$ cat src/rtl/cpu_sequencer_pkg.sv
// Shared types and constants for the cpu_sequencer block (run/stall sequencer
// for the 9-bit-ISA core) and its jump-target LUT.
package seq_pkg;

    localparam int INSTR_W   = 9;
    localparam int LUT_IDX_W = 4;
    localparam int WAIT_W    = 3;

    // Reserved opcode that stops the core.
    localparam logic [INSTR_W-1:0] HALT_INSTR = 9'h1FF;

    typedef enum logic [1:0] {
        IDLE,
        RUN,
        MEMWAIT,
        HALT
    } seq_state_t;

    // Counter increment that sticks at all-ones instead of wrapping.
    function automatic logic [15:0] sat_inc16(input logic [15:0] value);
        return (value == 16'hFFFF) ? value : value + 16'd1;
    endfunction

endpackage

$ cat src/rtl/cpu_sequencer_jump_lut.sv
// Programmable jump-target table: LUT_DEPTH entries of PC_W bits.
// One synchronous write port, one asynchronous read port, cleared by reset.
// A write lands on the clock edge, so a read of the same index in the same
// cycle still returns the previous contents. Indices at or beyond LUT_DEPTH
// are ignored on write and read back as zero.
module jump_lut
    import seq_pkg::*;
#(
    parameter int PC_W      = 10,
    parameter int LUT_DEPTH = 16
) (
    input  logic                 clk,
    input  logic                 i_reset,
    input  logic                 i_wr_en,
    input  logic [LUT_IDX_W-1:0] i_wr_idx,
    input  logic [PC_W-1:0]      i_wr_data,
    input  logic [LUT_IDX_W-1:0] i_rd_idx,
    output logic [PC_W-1:0]      o_rd_data
);

    logic [PC_W-1:0] r_mem [LUT_DEPTH];
    logic [PC_W-1:0] w_rd_data;

    // Entry storage: clear on reset, otherwise accept a write to a valid index.
    always_ff @(posedge clk) begin
        if (i_reset) begin
            for (int i = 0; i < LUT_DEPTH; i++) begin
                r_mem[i] <= '0;
            end
        end else begin
            for (int i = 0; i < LUT_DEPTH; i++) begin
                if (i_wr_en && (i_wr_idx == LUT_IDX_W'(i))) begin
                    r_mem[i] <= i_wr_data;
                end
            end
        end
    end

    // Asynchronous read; an index with no backing entry yields zero.
    always_comb begin
        w_rd_data = '0;
        for (int i = 0; i < LUT_DEPTH; i++) begin
            if (i_rd_idx == LUT_IDX_W'(i)) begin
                w_rd_data = r_mem[i];
            end
        end
    end

    assign o_rd_data = w_rd_data;

endmodule

$ cat src/rtl/cpu_sequencer.sv
// cpu_sequencer: run/stall sequencer for the 9-bit-ISA core.
// Owns the PC and the jump-target LUT, drives the instruction ROM address,
// turns decoder requests into a single commit strobe per retired instruction
// and inserts data-memory wait states.
// Optional feature: define SEQ_PERF_CNT_EN to build the cycle/instruction
// performance counters; without it both counter ports are tied to zero.
module cpu_sequencer
    import seq_pkg::*;
#(
    parameter int PC_W      = 10,
    parameter int LUT_DEPTH = 16,
    parameter int MEM_LAT   = 1
) (
    input  logic                 clk,
    input  logic                 reset,
    input  logic                 start,
    input  logic [INSTR_W-1:0]   instr,
    input  logic                 pc_jmp_en,
    input  logic [LUT_IDX_W-1:0] lut_ptr,
    input  logic                 mem_op,
    input  logic                 lut_wr_en,
    input  logic [LUT_IDX_W-1:0] lut_wr_idx,
    input  logic [PC_W-1:0]      lut_wr_data,
    output logic [PC_W-1:0]      pc,
    output logic                 commit_en,
    output logic                 stall,
    output logic                 done,
    output logic [15:0]          cycle_cnt,
    output logic [15:0]          instr_cnt
);

    // A memory op spends one cycle in RUN and MEM_LAT-1 cycles in MEMWAIT
    // before the commit cycle, so the wait counter is loaded with MEM_LAT-1.
    localparam bit                MEM_WAIT_EN = (MEM_LAT > 0);
    localparam logic [WAIT_W-1:0] WAIT_LOAD   = (MEM_LAT > 0) ? WAIT_W'(MEM_LAT - 1) : '0;

    seq_state_t        r_state;
    seq_state_t        w_next_state;
    logic [PC_W-1:0]   r_pc;
    logic [PC_W-1:0]   w_next_pc;
    logic [PC_W-1:0]   w_pc_inc;
    logic [PC_W-1:0]   w_lut_target;
    logic [WAIT_W-1:0] r_wait_cnt;
    logic [WAIT_W-1:0] w_next_wait_cnt;
    logic              w_commit;
    logic              w_stall;
    logic              w_start_run;

    jump_lut #(
        .PC_W      (PC_W),
        .LUT_DEPTH (LUT_DEPTH)
    ) u_jump_lut (
        .clk       (clk),
        .i_reset   (reset),
        .i_wr_en   (lut_wr_en),
        .i_wr_idx  (lut_wr_idx),
        .i_wr_data (lut_wr_data),
        .i_rd_idx  (lut_ptr),
        .o_rd_data (w_lut_target)
    );

    // Sequential increment; wraps modulo 2**PC_W by truncation.
    assign w_pc_inc = r_pc + PC_W'(1);

    // State, PC and wait-counter registers.
    always_ff @(posedge clk) begin
        if (reset) begin
            r_state    <= IDLE;
            r_pc       <= '0;
            r_wait_cnt <= '0;
        end else begin
            r_state    <= w_next_state;
            r_pc       <= w_next_pc;
            r_wait_cnt <= w_next_wait_cnt;
        end
    end

    // Next-state, next-PC and strobe decode. stall marks every cycle a memory
    // op occupies without retiring (the RUN cycle that detects it plus the
    // non-final MEMWAIT cycles); the final MEMWAIT cycle commits instead.
    always_comb begin
        w_next_state    = r_state;
        w_next_pc       = r_pc;
        w_next_wait_cnt = r_wait_cnt;
        w_commit        = 1'b0;
        w_stall         = 1'b0;
        w_start_run     = 1'b0;
        case (r_state)
            IDLE: begin
                w_next_pc = '0;
                if (start) begin
                    w_next_state = RUN;
                    w_start_run  = 1'b1;
                end
            end
            RUN: begin
                if (instr == HALT_INSTR) begin
                    w_next_state = HALT;
                end else if (mem_op && MEM_WAIT_EN) begin
                    w_stall         = 1'b1;
                    w_next_wait_cnt = WAIT_LOAD;
                    w_next_state    = MEMWAIT;
                end else begin
                    w_commit  = 1'b1;
                    w_next_pc = pc_jmp_en ? w_lut_target : w_pc_inc;
                end
            end
            MEMWAIT: begin
                // Memory ops always fall through; pc_jmp_en is not consulted.
                if (r_wait_cnt == '0) begin
                    w_commit     = 1'b1;
                    w_next_pc    = w_pc_inc;
                    w_next_state = RUN;
                end else begin
                    w_stall         = 1'b1;
                    w_next_wait_cnt = r_wait_cnt - WAIT_W'(1);
                end
            end
            HALT: begin
                if (start) begin
                    w_next_pc    = '0;
                    w_next_state = RUN;
                    w_start_run  = 1'b1;
                end
            end
            default: begin
                w_next_state = IDLE;
                w_next_pc    = '0;
            end
        endcase
    end

    assign pc        = r_pc;
    assign commit_en = w_commit;
    assign stall     = w_stall;
    assign done      = (r_state == HALT);

`ifdef SEQ_PERF_CNT_EN
    logic [15:0] r_cycle_cnt;
    logic [15:0] r_instr_cnt;

    // Saturating perf counters: count active cycles and retirements, freeze
    // in HALT/IDLE, restart from zero whenever a new program is launched.
    always_ff @(posedge clk) begin
        if (reset || w_start_run) begin
            r_cycle_cnt <= '0;
            r_instr_cnt <= '0;
        end else begin
            if ((r_state == RUN) || (r_state == MEMWAIT)) begin
                r_cycle_cnt <= sat_inc16(r_cycle_cnt);
            end
            if (w_commit) begin
                r_instr_cnt <= sat_inc16(r_instr_cnt);
            end
        end
    end

    assign cycle_cnt = r_cycle_cnt;
    assign instr_cnt = r_instr_cnt;
`else
    assign cycle_cnt = '0;
    assign instr_cnt = '0;
`endif

endmodule

$ cat config.mk
export PLATFORM = sky130hd
export DESIGN_NAME = cpu_sequencer
export DESIGN_NICKNAME = d
export VERILOG_FILES = /design/src/rtl/cpu_sequencer_pkg.sv /design/src/rtl/cpu_sequencer_jump_lut.sv /design/src/rtl/cpu_sequencer.sv
export SDC_FILE = /design/constraint.sdc
export NUM_CORES = 1
export LEC_CHECK = 0
export BUFFER_PORTS_ARGS = -buffer_cell sky130_fd_sc_hd__buf_2
export CAP_MARGIN = 5
export CORE_MARGIN = 2
export CORE_UTILIZATION = 55
export DETAILED_ROUTE_END_ITERATION = 12
export PLACE_DENSITY = 0.74
export SLEW_MARGIN = 10
export SYNTH_ARGS = -nofsm -noshare
export SYNTH_HDL_FRONTEND = slang
export SYNTH_SLANG_ARGS = --single-unit
$ cat constraint.sdc
create_clock -name clk -period 2.95 [get_ports clk]
set_clock_uncertainty 0.15 [all_clocks]
set_input_delay 0 -clock clk [delete_from_list [all_inputs] [get_ports clk]]
set_output_delay 0 -clock clk [all_outputs]
set_load 0.02 [all_outputs]
==> results.md <==
* CTS tree: yes
* First-pass GRT wire length at 38200 um
* Router iterations before antenna repair at 7
* Hold Crit Class: in -> reg
* H-tree levels at 4
* Metal2 WL at 11600 um
* Die Ht at roughly 130 um
* Power Total at between 5000 and 6000 uW
* Final nets at 896
* Pint at about 4300 uW
* Num CTS Buffers at 17
* Max-cap violation count at 0
* Share of synthesized registers carrying an async set or reset at 0%
* Post-synthesis simple-gate area fraction at 15.4%
* Setup bufs post-CTS at 0
* Reported net switching power at around 1600 uW
* WL met1 at a little over 10000 um
* Die area at about 17000 sq um
* Initial drt markers at between 800 and 900
* Grt ovf at 0
* Crit path buf inv count at 2
* Dpl cells at around 1000
* Slowest CP cell: a221oi_4
* CP max stage delay at around 0.59 ns
* Critical Path AT at 2.60 ns
* Routed Antenna Nets at 0
* Largest net degree at the start of global routing at 36
* Final Hold Viols at 0
* FP Rows at 46
* Sequential Power Share at 50.1%
* Post-synthesis cell type count at 80
* Share of the synthesized area in the top cell type at between 50% and 60%
* Setup TNS at 0 ns
* CTS clk-pin slew, worst paths at around 0.070 ns
* Leakage Power at 0.00375 uW
* Critical Path RT at 3.14 ns
* Highest clock rate at 0.415 GHz
* CTS Sinks at about 180
* Initial antenna violation count at 0
* Vias in the first global route at between 6000 and 7000
* Largest family of logic cells by synthesized area: simple AND/OR/NAND/NOR gates
* Critical-path cell list: inv_1 > ha_1 > buf_4 > a221oi_4 > nand2_2 > o31a_1 > o32ai_1
* Switching share of total power at 27.7%
* Final Util at between 60% and 70%
* Netlist Area Pre-Place at roughly 8900 sq um
* Crit Path Class: reg -> reg
* Slew Viols, Final at 0
* RSZ-0062 raised after global routing: false
* Ports at around 80
* Mux cell area share after synthesis at under 10%
* Endpoint type of the worst setup path: register
* Seq cells post-synth at ~180
* Mapped Cells at 780
* Status: finished clean
* Routed Wire Length at approximately 26000 um
* Top post-synthesis cells by area: edfxtp_1, nor2_1, buf_4, dfxtp_1, nand2_1
* Post-synthesis xor/xnor area fraction at less than 1%
* Combinational share of power at between 10% and 20%
* Worst skew pair latency at ~0.43 ns
* PortBufs at 45
* Seq/Total Area, Yosys at 57.6%
* Family with the most delay on the worst path: compound AO/OA/AOI/OAI gates
* Worst IR Drop VDD at a little over 0.4 mV
* Slew headroom at 45.2%
* Post-DP HPWL at roughly 18000 um
* Area leader, netlist: edfxtp_1
* CTS max path bufs at 2
* Synth warn at 0
* Worst Tran Pin Value at 0.821 ns
* Part of the cycle the worst path needs at 81.7%
* Drt drc at 0
* CP startpoint kind: register
* Endpoints failing setup at 0
* Total GRT Usage at 30.8%
* Routability cong. at 0.908
* Power per cell area at around 600 nW/um^2
* Main flop type after synthesis: edfxtp_1
* # diodes at 0
* Worst-path maximum fanout at 17
* EDFF count, synth at 160
* Final Non-Filler Cells at between 1000 and 1500
* Average wire per standard cell at about 24 um
* Clock power share at between 30% and 40%
* Die extent in x at 131 um
* Clk root buf: clkbuf_16
* Fin crit period at between 2 and 2.5 ns
* Area Growth Syn to Fin at 14.0%
* Max layer used: met4
* Synthesized area per cell at 11.4 sq um
* Area of the core at around 16000 sq um
* Via count at ~6900
* Post-synthesis adder-cell area fraction at less than 1%
* Effective utilization at floorplan at 56.0%
* Complex-gate fraction of the synthesized area at between 10% and 20%
* Drt via density at roughly 6.3
* Metal3 WL at around 2800 um
* Layout cells sized above 1 at roughly 20%
what timing repair did:
action                                 in CTS  in global routing
endpoints found under the hold margin     114                  0
hold buffers                               20                  0
resized for setup                           0                  0
registers in the layout, indices dropped and copies added, names as in the netlist:
register and flops:
u_jump_lut.r_mem 160, r_wait_cnt 3, pc 10, r_state 2
worst min-delay path: stages:
cell     delay, ns
buf_2         0.14
nor2b_1       0.18
nand2_1       0.07
nand2_1       0.07
cell usage after synthesis, types with 5 or more instances:
master / number
edfxtp_1: 160
a21o_1: 7
nand2b_1: 8
mux2_2: 14
nor2b_1: 13
buf_4: 41
nand3_1: 22
mux4_2: 7
mux2i_1: 13
and3_1: 5
a22oi_1: 7
inv_1: 27
a31oi_1: 15
o31ai_1: 7
a21oi_1: 22
a32oi_1: 7
dfxtp_1: 15
buf_6: 5
o211ai_1: 9
o21ai_0: 19
o22ai_1: 6
nand2_1: 58
clkbuf_1: 29
o221ai_1: 5
ha_1: 6
buf_2: 9
nand4_1: 7
nor2_1: 131
layout by cell type (no fill, tap or decap), types with 4 or more instances in the layout:
cell type / netlist / routed
a31oi_1: 15 / 15
o21ai_1: 4 / 4
nand2b_1: 8 / 8
o22ai_1: 6 / 6
a2111oi_0: 4 / 4
nand2_1: 58 / 58
and3_1: 5 / 5
mux2i_1: 13 / 13
inv_1: 27 / 27
conb_1: 1 / 32
clkbuf_16: 0 / 17
buf_2: 9 / 45
ha_1: 6 / 6
mux4_2: 7 / 7
edfxtp_1: 160 / 160
nand3_1: 22 / 22
nand4_1: 7 / 7
o21ai_0: 19 / 19
nor2_1: 131 / 131
o32ai_1: 4 / 4
a21oi_1: 22 / 22
inv_6: 0 / 6
a22oi_1: 7 / 7
nand4b_1: 4 / 4
buf_4: 41 / 49
dlygate4sd3_1: 0 / 20
a32oi_1: 7 / 7
and3b_1: 4 / 4
o221ai_1: 5 / 5
a21o_1: 7 / 7
mux2_2: 14 / 14
a221o_1: 4 / 4
o211ai_1: 9 / 9
dfxtp_1: 15 / 15
o31ai_1: 7 / 7
nor2b_1: 13 / 13
routing by layer:
layer  vias to the layer above  global-route usage [%]
met4                         0                    13.6
li1                       2981                       -
met3                        77                    6.96
met2                       487                    46.1
met5                         -                       0
met1                      3312                    43.5
kinds of logic (layout without fill, tap and decap cells):
logic type | count (synthesis) | count (layout)
DFF | 175 | 175
AOI/OAI and AO/OA | 158 | 158
adders and majority gates | 6 | 6
and+or+nand+nor | 284 | 284
other | 1 | 32
muxes | 34 | 34
xor gates and xnor gates | 3 | 3
buffers and inverters | 119 | 178
cell type report:
cell class | instances | area [sq um]
Fill cell | 1221 | 5720
Multi-Input combinational cell | 517 | 3230
Clock buffer | 17 | 425
Sequential cell | 175 | 5100
Clock inverter | 15 | 150
Inverter | 31 | 116
Tap cell | 216 | 270
Timing Repair Buffer | 115 | 813
metrics by stage:
step	hold WS [ns]	setup slack (ns)	area (sq um)
CTS	0.0214	0.495	10100
global placement	0.118	0.564	9330
global route	0.0621	0.353	10100
detailed placement	0.117	0.527	9330
finish	0.0437	0.539	10100
floorplan	0.0258	0.831	8980
power by group through the flow:
| stage | Clock, uW | Sequential [uW] | Combinational, uW |
|---|---|---|---|
| after CTS | 2180 | 2960 | 758 |
| after global routing | 2260 | 2970 | 821 |
| final | 2170 | 2960 | 773 |
| after global placement | 0 | 3000 | 721 |
| after detailed placement | 0 | 3010 | 734 |
| after floorplan | 0 | 2970 | 512 |
final timing paths:
| check | startpoint | endpoint | slack [ns] | depth (start not counted) |
|---|---|---|---|---|
| worst max-delay path | r_state[1]$_SDFFE_PP0P_ | pc[7]$_SDFFE_PP0P_ | 0.54 | 7 |
| worst min-delay path | lut_wr_idx[1] | u_jump_lut.r_mem[1][26]$_DFFE_PP_ | 0.04 | 4 |
| worst max register to register | r_state[1]$_SDFFE_PP0P_ | pc[7]$_SDFFE_PP0P_ | 0.54 | 7 |
| worst min register to register | r_wait_cnt[2]$_SDFFE_PP0P_ | r_wait_cnt[2]$_SDFFE_PP0P_ | 0.38 | 1 |
No activity file was read; power rests on OpenSTA's default activity.
